### config.mk
export PLATFORM = sky130hd
export DESIGN_NAME = matrix_feeder
export DESIGN_NICKNAME = d
export VERILOG_FILES = /design/src/rtl/matrix_feeder.sv
export SDC_FILE = /design/constraint.sdc
export NUM_CORES = 1
export LEC_CHECK = 0
export CORE_MARGIN = 4
export CORE_UTILIZATION = 55
export DETAILED_ROUTE_END_ITERATION = 10
export HOLD_SLACK_MARGIN = 0.08
export PLACE_DENSITY_LB_ADDON = 0.3
export SYNTH_ARGS = -nofsm -noshare
export SYNTH_HDL_FRONTEND = slang
export SYNTH_SLANG_ARGS = --single-unit
### constraint.sdc
create_clock -name clk -period 3.37 [get_ports clk]
set_input_delay 0.674 -clock clk [delete_from_list [all_inputs] [get_ports clk]]
set_output_delay 0.674 -clock clk [all_outputs]
set_load 0.05 [all_outputs]
### src/rtl/matrix_feeder.sv
// Operand loader for matrix_mult: buffers A then B from the host, pulses start, then streams every element.
// Optional WAIT_DONE watchdog enabled by defining MATRIX_FEEDER_TIMEOUT_EN.
module matrix_feeder #(
    parameter int DW      = 8,
    parameter int m       = 8,
    parameter int n       = 8,
    parameter int GAP     = 1,
    parameter int TIMEOUT = 4096
) (
    input  logic          clk,
    input  logic          reset,
    input  logic [DW-1:0] in_data,
    input  logic          in_valid,
    output logic          in_ready,
    output logic          mm_start,
    output logic [DW-1:0] mm_data,
    input  logic          mm_done,
    output logic          busy,
    output logic          err
);

    localparam int T  = 2 * m * n;
    localparam int CW = $clog2(T + 1);
    localparam int AW = (T > 1) ? $clog2(T) : 1;
    localparam int GW = (GAP > 1) ? $clog2(GAP) : 1;
    localparam logic [CW-1:0] T_CNT    = CW'(T);
    localparam logic [CW-1:0] LAST_IDX = CW'(T - 1);
    localparam logic [GW-1:0] GAP_LAST = GW'((GAP > 0) ? GAP - 1 : 0);

    typedef enum logic [2:0] {
        S_LOAD,
        S_START,
        S_GAP,
        S_STREAM,
        S_WAIT
    } state_t;

    state_t        state;
    logic [DW-1:0] elem_buf [T];
    logic [CW-1:0] wr_cnt;
    logic [CW-1:0] rd_cnt;
    logic [CW-1:0] rd_nxt;
    logic [GW-1:0] gap_cnt;
    logic          accept;

`ifdef MATRIX_FEEDER_TIMEOUT_EN
    localparam int TOW = (TIMEOUT > 1) ? $clog2(TIMEOUT) : 1;
    localparam logic [TOW-1:0] TO_LAST = TOW'((TIMEOUT > 0) ? TIMEOUT - 1 : 0);
    logic [TOW-1:0] to_cnt;
`else
    logic timeout_unused;
    assign timeout_unused = (TIMEOUT > 0);
    assign err = 1'b0;
`endif

    assign in_ready = (state == S_LOAD) && (wr_cnt < T_CNT);
    assign accept   = in_valid && in_ready;
    assign rd_nxt   = rd_cnt + CW'(1);

    // Buffer holds data only; it is deliberately left out of reset.
    always_ff @(posedge clk) begin
        if (accept) begin
            elem_buf[wr_cnt[AW-1:0]] <= in_data;
        end
    end

    always_ff @(posedge clk or posedge reset) begin
        if (reset) begin
            state    <= S_LOAD;
            wr_cnt   <= '0;
            rd_cnt   <= '0;
            gap_cnt  <= '0;
            mm_start <= 1'b0;
            mm_data  <= '0;
            busy     <= 1'b0;
`ifdef MATRIX_FEEDER_TIMEOUT_EN
            err      <= 1'b0;
            to_cnt   <= '0;
`endif
        end else begin
            case (state)
                S_LOAD: begin
                    if (accept) begin
                        wr_cnt <= wr_cnt + CW'(1);
                        if (wr_cnt == LAST_IDX) begin
                            state    <= S_START;
                            mm_start <= 1'b1;
                            busy     <= 1'b1;
                        end
                    end
                end
                S_START: begin
                    mm_start <= 1'b0;
                    if (GAP == 0) begin
                        state   <= S_STREAM;
                        rd_cnt  <= '0;
                        mm_data <= elem_buf[0];
                    end else begin
                        state   <= S_GAP;
                        gap_cnt <= '0;
                    end
                end
                S_GAP: begin
                    if (gap_cnt == GAP_LAST) begin
                        state   <= S_STREAM;
                        rd_cnt  <= '0;
                        mm_data <= elem_buf[0];
                    end else begin
                        gap_cnt <= gap_cnt + GW'(1);
                    end
                end
                S_STREAM: begin
                    // mm_done is not looked at here, even on the final element.
                    if (rd_cnt == LAST_IDX) begin
                        state   <= S_WAIT;
                        mm_data <= '0;
`ifdef MATRIX_FEEDER_TIMEOUT_EN
                        to_cnt  <= '0;
`endif
                    end else begin
                        rd_cnt  <= rd_nxt;
                        mm_data <= elem_buf[rd_nxt[AW-1:0]];
                    end
                end
                S_WAIT: begin
                    if (mm_done) begin
                        state  <= S_LOAD;
                        wr_cnt <= '0;
                        rd_cnt <= '0;
                        busy   <= 1'b0;
                    end
`ifdef MATRIX_FEEDER_TIMEOUT_EN
                    else if (to_cnt == TO_LAST) begin
                        err    <= 1'b1;
                        state  <= S_LOAD;
                        wr_cnt <= '0;
                        rd_cnt <= '0;
                        busy   <= 1'b0;
                    end else begin
                        to_cnt <= to_cnt + TOW'(1);
                    end
`endif
                end
                default: state <= S_LOAD;
            endcase
        end
    end

endmodule

==> results of run 1 <==
## power breakdown
part | internal [mW] | switching (mW)
clock | 6.53 | 4.80
combinational | 2.81 | 4.41
sequential | 14.7 | 0.266
total | 24.1 | 9.47
## layout make-up
class	count	area share, %
flip-flops and latches	1053	65.6
multi-input cells	1032	20.2
clock inverters	58	1.33
clock buffers	129	5.62
inverters	19	0.149
repair buffers	249	4.58
well taps	978	2.55
diodes	1	0.00521
## registers in the layout, indices dropped and copies added, names as in the netlist
name / count
busy: 1
elem_buf: 1024
mm_data: 8
mm_start: 1
rd_cnt: 8
state: 3
wr_cnt: 8
## cells in the final DEF (no fill, tap or decap), types with 22 or more instances in the layout
| cell | count |
|---|---|
| buf_4 | 212 |
| a21oi_1 | 25 |
| o22ai_1 | 25 |
| nand3_1 | 31 |
| dfrtp_1 | 28 |
| mux2i_1 | 81 |
| clkbuf_16 | 104 |
| a22oi_1 | 32 |
| clkbuf_1 | 25 |
| buf_12 | 22 |
| nor2_1 | 176 |
| nor2b_1 | 23 |
| mux4_2 | 224 |
| nand2_1 | 243 |
| edfxtp_1 | 1024 |
## cells by family after synthesis
group                    Yosys count  synth area share, %
XOR/XNOR                          14                0.417
AND/OR/NAND/NOR                  532                 5.51
other                              1              0.00894
AO/OA/AOI/OAI                    178                 3.08
buffers and inverters            141                 1.98
adder cells (fa/ha/maj)            2               0.0596
flip-flops                      1053                 75.0
multiplexers                     305                 14.0
## through the flow
stage               power (mW)  area, um^2  instances
floorplan                 19.8       42000       2226
global placement          22.3       44700       3331
detailed placement        22.4       44700       3331
CTS                       33.6       48000       3518
global route              34.7       48000       3518
finish                    33.5       48000       3519
## what timing repair did
item | 4_1_cts | 5_1_grt
endpoints found under the setup margin | 0 | 1
buffers inserted | 0 | 0
resized for setup | 0 | 1
## routing by layer
| layer | global-route usage, % | vias to the layer above |
|---|---|---|
| met5 | 0 | - |
| met4 | 7.27 | 2 |
| met3 | 4.95 | 202 |
| met2 | 38.5 | 1118 |
| met1 | 35.7 | 11500 |
| li1 | - | 9374 |
## how the worst max path moves through the flow
stage                     slack (ns)               to  startpoint  cells past startpoint
after floorplan                 0.17  elem_buf[75][0]    state[1]                      7
after global placement          0.26       mm_data[4]   rd_cnt[0]                      8
after detailed placement        0.22       mm_data[4]   rd_cnt[0]                      8
after CTS                       0.21       mm_data[4]   rd_cnt[0]                      8
after global routing            0.03       mm_data[4]   rd_cnt[0]                      8
final                           0.16       mm_data[1]   rd_cnt[0]                      7
## worst max-delay path: stages, from the launching register on
cell and delay, ns:
dfrtp_4 0.45, buf_16 0.40, and3_1 0.49, nand3_1 0.28, xor2_1 0.40, nand3_1 0.40
o31ai_1 0.55, nor4_2 0.09
==> results list, run 1 <==
- Outcome: finished clean
- Iter 0 DRT Violations: between 2000 and 3000
- Area occupied by multi-input gates: a little under 0.01 mm^2
- Slew at the pin with the worst max-slew slack: around 1.3 ns
- The number of nets in the synthesized netlist is about 2200.
- Standby leakage power: roughly 16 nW
- Share of the core filled with cells: 63.3%
- Final hold analysis gives a worst-case slack of approximately 0.47 ns.
- After synthesis, the netlist uses 60 different library cells.
* Global-route wire length before repair: about 150000 um
- Between clock sinks in the finished design, the worst skew comes to ~0.027 ns.
- Depth of the worst register-to-register path: 7
* Setup slack after layout: around 0.16 ns
* Clock tree from TritonCTS: built
- Once the floorplan was initialized, standard cells occupied 55.4% of the core.
- The number of antenna violations at the first check in global routing was 1.
- Unrepaired setup endpoints after global routing: no
- The filler cells instantiated in the layout total 5094.
* Area of the core: roughly 0.076 mm^2
- Seq/Total Area, Yosys: approximately three quarters
* Rows: around 100
- Layout cell share with drive strength beyond 1: 24.9%
- Flip-flop and latch count after synthesis: ~1100
- The worst register-to-register path ends at mm_data[1].
- Highest layer used for signal routing: met5
* Setup violations, final: 0
* Total length of routed wires: between 90000 and 100000 um
* Overall overflow remaining after global route: 0
- Crit Reg-Reg Startpoint: rd_cnt[0]
- TritonCTS created around 100 clock buffers.
- Across the run, the number of max-cap violations was 0.
* Endpoint arrival time on the critical path: 3.74 ns
* Clock transition at the register clock pins on the worst setup and hold paths after CTS: around 0.06 ns
- The cell count after synthesis came out at ~2200.
* CTS H-tree depth: 3
- Maximum clock insertion buffer count: 3
- The detailed router placed approximately 22000 vias in this run.
* Final period utilization: a little over nine tenths
- Setup slack on the worst reg-to-reg path comes out at 0.16 ns.
- The final hold violation count came to 0.
- Vias in the first global route: roughly 22000
* Average vias per placed instance: approximately 6.3
- In this run the biggest area consumer among cell types represents approximately 73% of the synthesized area.
- The final max-slew violation count was 0.
- Final weighted congestion in routability-driven placement: ~0.94
- Counting every sink on the clock net gives around 1100.
- Kind of critical path: flip-flop to flip-flop
* Clk_lat worst skew: 0.66 ns
- Hold bufs inserted after CTS: 0
- Share of flip-flops with an asynchronous set or reset after synthesis: 2.75%
- Sorting the synthesized cells by area gives the leading types as edfxtp_1 73%, mux4_2 12%, nand2_1 2.2%, mux2i_1 1.9%, dfrtp_1 1.7%.
- Die Footprint: approximately 0.08 mm^2
- STA classifies the critical path startpoint as a flip-flop.
- Maximum achievable frequency: approximately 0.31 GHz
* DRC errors left: 0
* Average size of a mapped cell: 18.9 um^2
- Pre-Repair DR Iteration Count: 8
- Summed instance area of the synthesized netlist: between 0.04 and 0.05 mm^2
- In this run the worst path has a maximum fanout of 62.
- The largest total area in the synthesized netlist belongs to edfxtp_1.
- STA classifies the critical path endpoint as a flip-flop.
* Data required time at the worst endpoint: 3.90 ns
- Max transition margin: 15.3%
* Count of port buffers added during placement: 22
* Leading cell type by number of instances after synthesis: edfxtp_1
- Clock root cell: clkbuf_16
- In the detailed route, the total length drawn on met3 is roughly 9000 um.
- In the detailed route, the total length drawn on met2 is between 40000 and 50000 um.
* Largest net degree at the start of global routing: 110
* Total power per unit cell area: 698 mW/mm^2
* Number of nets with antenna violations after routing: 0
- In the synthesized netlist the dominant register cell turns out to be edfxtp_1.
- Global routing consumed, over all layers together, approximately a quarter of the routing resources.
- The routed design could run at a clock period as short as 3.21 ns.
- Dividing the detail-routed wire length by the instance count gives between 20 and 30 um.
- Signed area change from the synthesized netlist to the final layout: 14.4%
- Warnings, synthesis: 0
* Post-placement setup slack: between 0.2 and 0.25 ns
- Area taken by flip-flops and latches: roughly 0.031 mm^2
- Detailed placer's ending HPWL: about 63000 um
* I/O pins: 24
- Most numerous cell types in the synthesized netlist: 1024 x edfxtp_1, 243 x nand2_1, 224 x mux4_2
* Count of nets after finishing: roughly 2500
- For this block, wires on met1 add up to 39500 um.
* VDD IR max: ~0.00053 V
- Horizontal die dimension: between 200 and 300 um
- Summed over all failing endpoints, the final setup total negative slack is 0 ns.
- The path class of the tightest hold or removal check is input port to async pin.
* EDFF count, synth: approximately 1000
* Die height: 284 um
No activity file was read; power rests on OpenSTA's default activity.
==> run 2: changes to the inputs <==
--- a/config.mk
+++ b/config.mk
@@ -7,9 +7,11 @@
 export LEC_CHECK = 0
 export CORE_MARGIN = 4
 export CORE_UTILIZATION = 55
+export CTS_BUF_LIST = sky130_fd_sc_hd__clkbuf_4 sky130_fd_sc_hd__clkbuf_8 sky130_fd_sc_hd__clkbuf_16
 export DETAILED_ROUTE_END_ITERATION = 10
 export HOLD_SLACK_MARGIN = 0.08
 export PLACE_DENSITY_LB_ADDON = 0.3
 export SYNTH_ARGS = -nofsm -noshare
 export SYNTH_HDL_FRONTEND = slang
 export SYNTH_SLANG_ARGS = --single-unit
+export TNS_END_PERCENT = 1
==> results list, run 2 (synthesis gave the netlist of run 1 again) <==
- The leakage dissipation was 15.7 nW (+0.55%).
- The final max-slew violation count is 0 (unchanged).
- Total vias in the final route: 22200 (+0.26%)
* Most frequent cells in the layout: 1024 x edfxtp_1, 243 x nand2_1, 224 x mux4_2
- Final worst clock skew: 0.0304 ns (+0.00302 ns)
- The area taken by flip-flops and latches is 0.0315 mm^2 (unchanged).
* Pre-Repair DR Iteration Count: 6 (-2)
- The number of antenna violations at the first check in global routing was 1 (unchanged).
- Sequential fraction of design power: 44.4% (-0.3 points)
- The clock-pin transition on the worst setup and hold timing paths is 0.06 ns (about the same).
- Gr usage total: 24.5% (about the same)
- The flip-flop count of the largest register, all copies and words added was 1024 (unchanged).
* Clock sink total: 1053 (unchanged)
- Outcome: finished clean
* Hold bufs inserted after CTS: 0 (unchanged)
* Horizontal die dimension: 284 um (unchanged)
* Effective utilization at floorplan: 55.4% (unchanged)
- Largest fanout of any net on the critical path: 62 (unchanged)
- TritonCTS built the clock tree.
- The number of DRC violations after detailed-routing iteration 0 was 2867 (+8.6%).
- Final cell count without fillers: 3519 (unchanged)
- Slowest stage cell on the critical path: o31ai_1
- Traced cell by cell, the critical path runs through buf_16, and3_1, nand3_1, xor2_1, nand3_1, o31ai_1, nor4_2.
* Max stage delay on crit path: 0.58 ns (+0.03 ns)
- Signed area change from the synthesized netlist to the final layout: 14.6%
- The highest clock rate was 0.309 GHz (-0.86%).
* Proportion of power drawn by the clock network: 34.2% (+0.4 points)
* Setup violations, final: 0 (unchanged)
- I/O pins: 24 (unchanged)
- Critical Path Sink Type: flip-flop
- Share of the core filled with cells: 63.4% (+0.12 points)
- Layout cell share with drive strength beyond 1: 25.9% (+0.98 points)
* DRC errors left: 0 (unchanged)
* Final weighted congestion in routability-driven placement: 0.939 (unchanged)
- Most frequent standard cell in the layout excluding fill and tap cells: edfxtp_1
* Total power per unit cell area: 701 mW/mm^2 (+0.43%)
* Maximum clock insertion buffer count: 3 (unchanged)
- Rows: 101 (unchanged)
- The number of inserted filler cells in the final layout was 5098 (+0.079%).
* Number of nets with antenna violations after routing: 0 (unchanged)
- The cell total after placement was 3331 (unchanged).
- The number of nets in the layout was 2471 (unchanged).
- Clock root cell: clkbuf_16
* Largest net degree at the start of global routing: 110 (unchanged)
- The pin slew with the least headroom to its limit was 1.26 ns (-0.00203 ns).
- The combined area of the multi-input logic cells came to 0.00970 mm^2 (unchanged).
- The combinational power share came to 21.4% (about the same).
* Buffer count from post-CTS setup fixing: 0 (unchanged)
- The wire length reported by the detailed router came to 98700 um (about the same).
- Die height: 284 um (unchanged)
* Net load switching power: 9.48 mW (about the same)
* Average detailed-routed wire length per instance: 28.0 um (about the same)
* Switching part of the total power: 28.1% (-0.15 points)
* Overall overflow remaining after global route: 0 (unchanged)
- Number of failing hold endpoints at the final stage: 0 (unchanged)
- The CTS buffer count was 102 (unchanged).
- Endpoint arrival time on the critical path: 3.77 ns (+0.03 ns)
* Global-route wire length before repair: 148000 um (about the same)
- Cell repeated most along the worst path: nand3_1
- Setup TNS: 0 ns (unchanged)
- Final period utilization: 96.0% (+0.83 points)
- Data required time at the worst endpoint: 3.90 ns (about the same)
- The HPWL after detailed placement came to 62800 um (unchanged).
- Startpoint kind of the worst setup timing path: flip-flop
- The quantity of gates resized following cts is 0 (unchanged).
- Kind of critical path: flip-flop to flip-flop
- Clk_lat worst skew: 0.67 ns (about the same)
- Setup repair after global routing left no endpoint under its margin.
- The final critical path time including I/O delays and setup was 3.24 ns (+0.0278 ns).
* Internal Dissipation: 24.3 mW (+0.83%)
- Average vias per placed instance: 6.31 (+0.26%)
- The number of global-route vias before repair came to 22300 (-0.15%).
- Count of port buffers added during placement: 22 (unchanged)
* Area of the core: 0.0758 mm^2 (unchanged)
* CTS H-tree depth: 3 (unchanged)
- The largest voltage drop on the vdd net was 0.000527 V (+0.12%).
* Die Footprint: 0.0808 mm^2 (unchanged)
- Max-cap violation count: 0 (unchanged)
- Classification of the worst-slack hold path: input port to async pin
- The tightest slew margin relative to the limit was 16.3% (+1.0 points).
## run 2: cell counts in the layout (fill, tap and decap cells not counted)
No cell type changed its count.
## run 2: final timing paths
| kind | start | endpoint | slack [ns] | depth (start not counted) |
|---|---|---|---|---|
| hold / removal | reset | wr_cnt[5] | 0.48 | 2 |
| min in group clk | in_data[1] | elem_buf[73][1] | 0.50 | 1 |
| hold reg to reg | mm_start | mm_start | 0.57 | 1 |
| setup / recovery | rd_cnt[0] | mm_data[1] | 0.13 | 7 |
| setup reg to reg | rd_cnt[0] | mm_data[1] | 0.13 | 7 |
| max in group asynchronous | reset | state[2] | 2.23 | 3 |
## run 2: layout make-up
| type | instances | share of cell area [%] |
|---|---|---|
| multi-input cells | 1032 | 20.2 |
| well taps | 978 | 2.54 |
| flip-flops and latches | 1053 | 65.4 |
| clock buffers | 129 | 5.80 |
| inverters | 19 | 0.148 |
| clock inverters | 58 | 1.32 |
| diodes | 1 | 0.00520 |
| repair buffers | 249 | 4.57 |
## run 2: critical path: cells and delay by family, from the launching register on
kind	cells	cell delay, ns
xor gates and xnor gates	1	0.40
buffers and inverters	1	0.41
AOI/OAI and AO/OA	1	0.58
DFF	1	0.45
and+or+nand+nor	4	1.24
## run 2: power groups by stage
| stage | clock network [mW] | logic, mW | registers [mW] |
|---|---|---|---|
| 5_1_grt | 12.3 | 7.63 | 15.0 |
| 2_1_floorplan | 0 | 4.61 | 15.2 |
| 4_1_cts | 11.7 | 7.18 | 15.0 |
| 3_3_place_gp | 0 | 7.07 | 15.2 |
| 6_report | 11.5 | 7.22 | 15.0 |
| 3_5_place_dp | 0 | 7.14 | 15.2 |
## run 2: per-layer routing
metal  routed length [um]  global-route usage (%)  share of wire, %
met1                39000                    35.8                39
met2                47400                    38.4                48
met5                   12                       0             0.012
met3                 9310                    4.85               9.4
met4                 3000                    7.22               3.0
## run 2: stage by stage
stage	instance area, um^2	power (mW)	hold WS, ns	setup WS (ns)
finish	48100	33.7	0.476	0.133
floorplan	42000	19.8	0.519	0.172
detailed placement	44700	22.4	0.558	0.219
CTS	48100	33.8	0.468	0.209
global route	48100	34.9	0.490	0.00498
global placement	44700	22.3	0.545	0.255
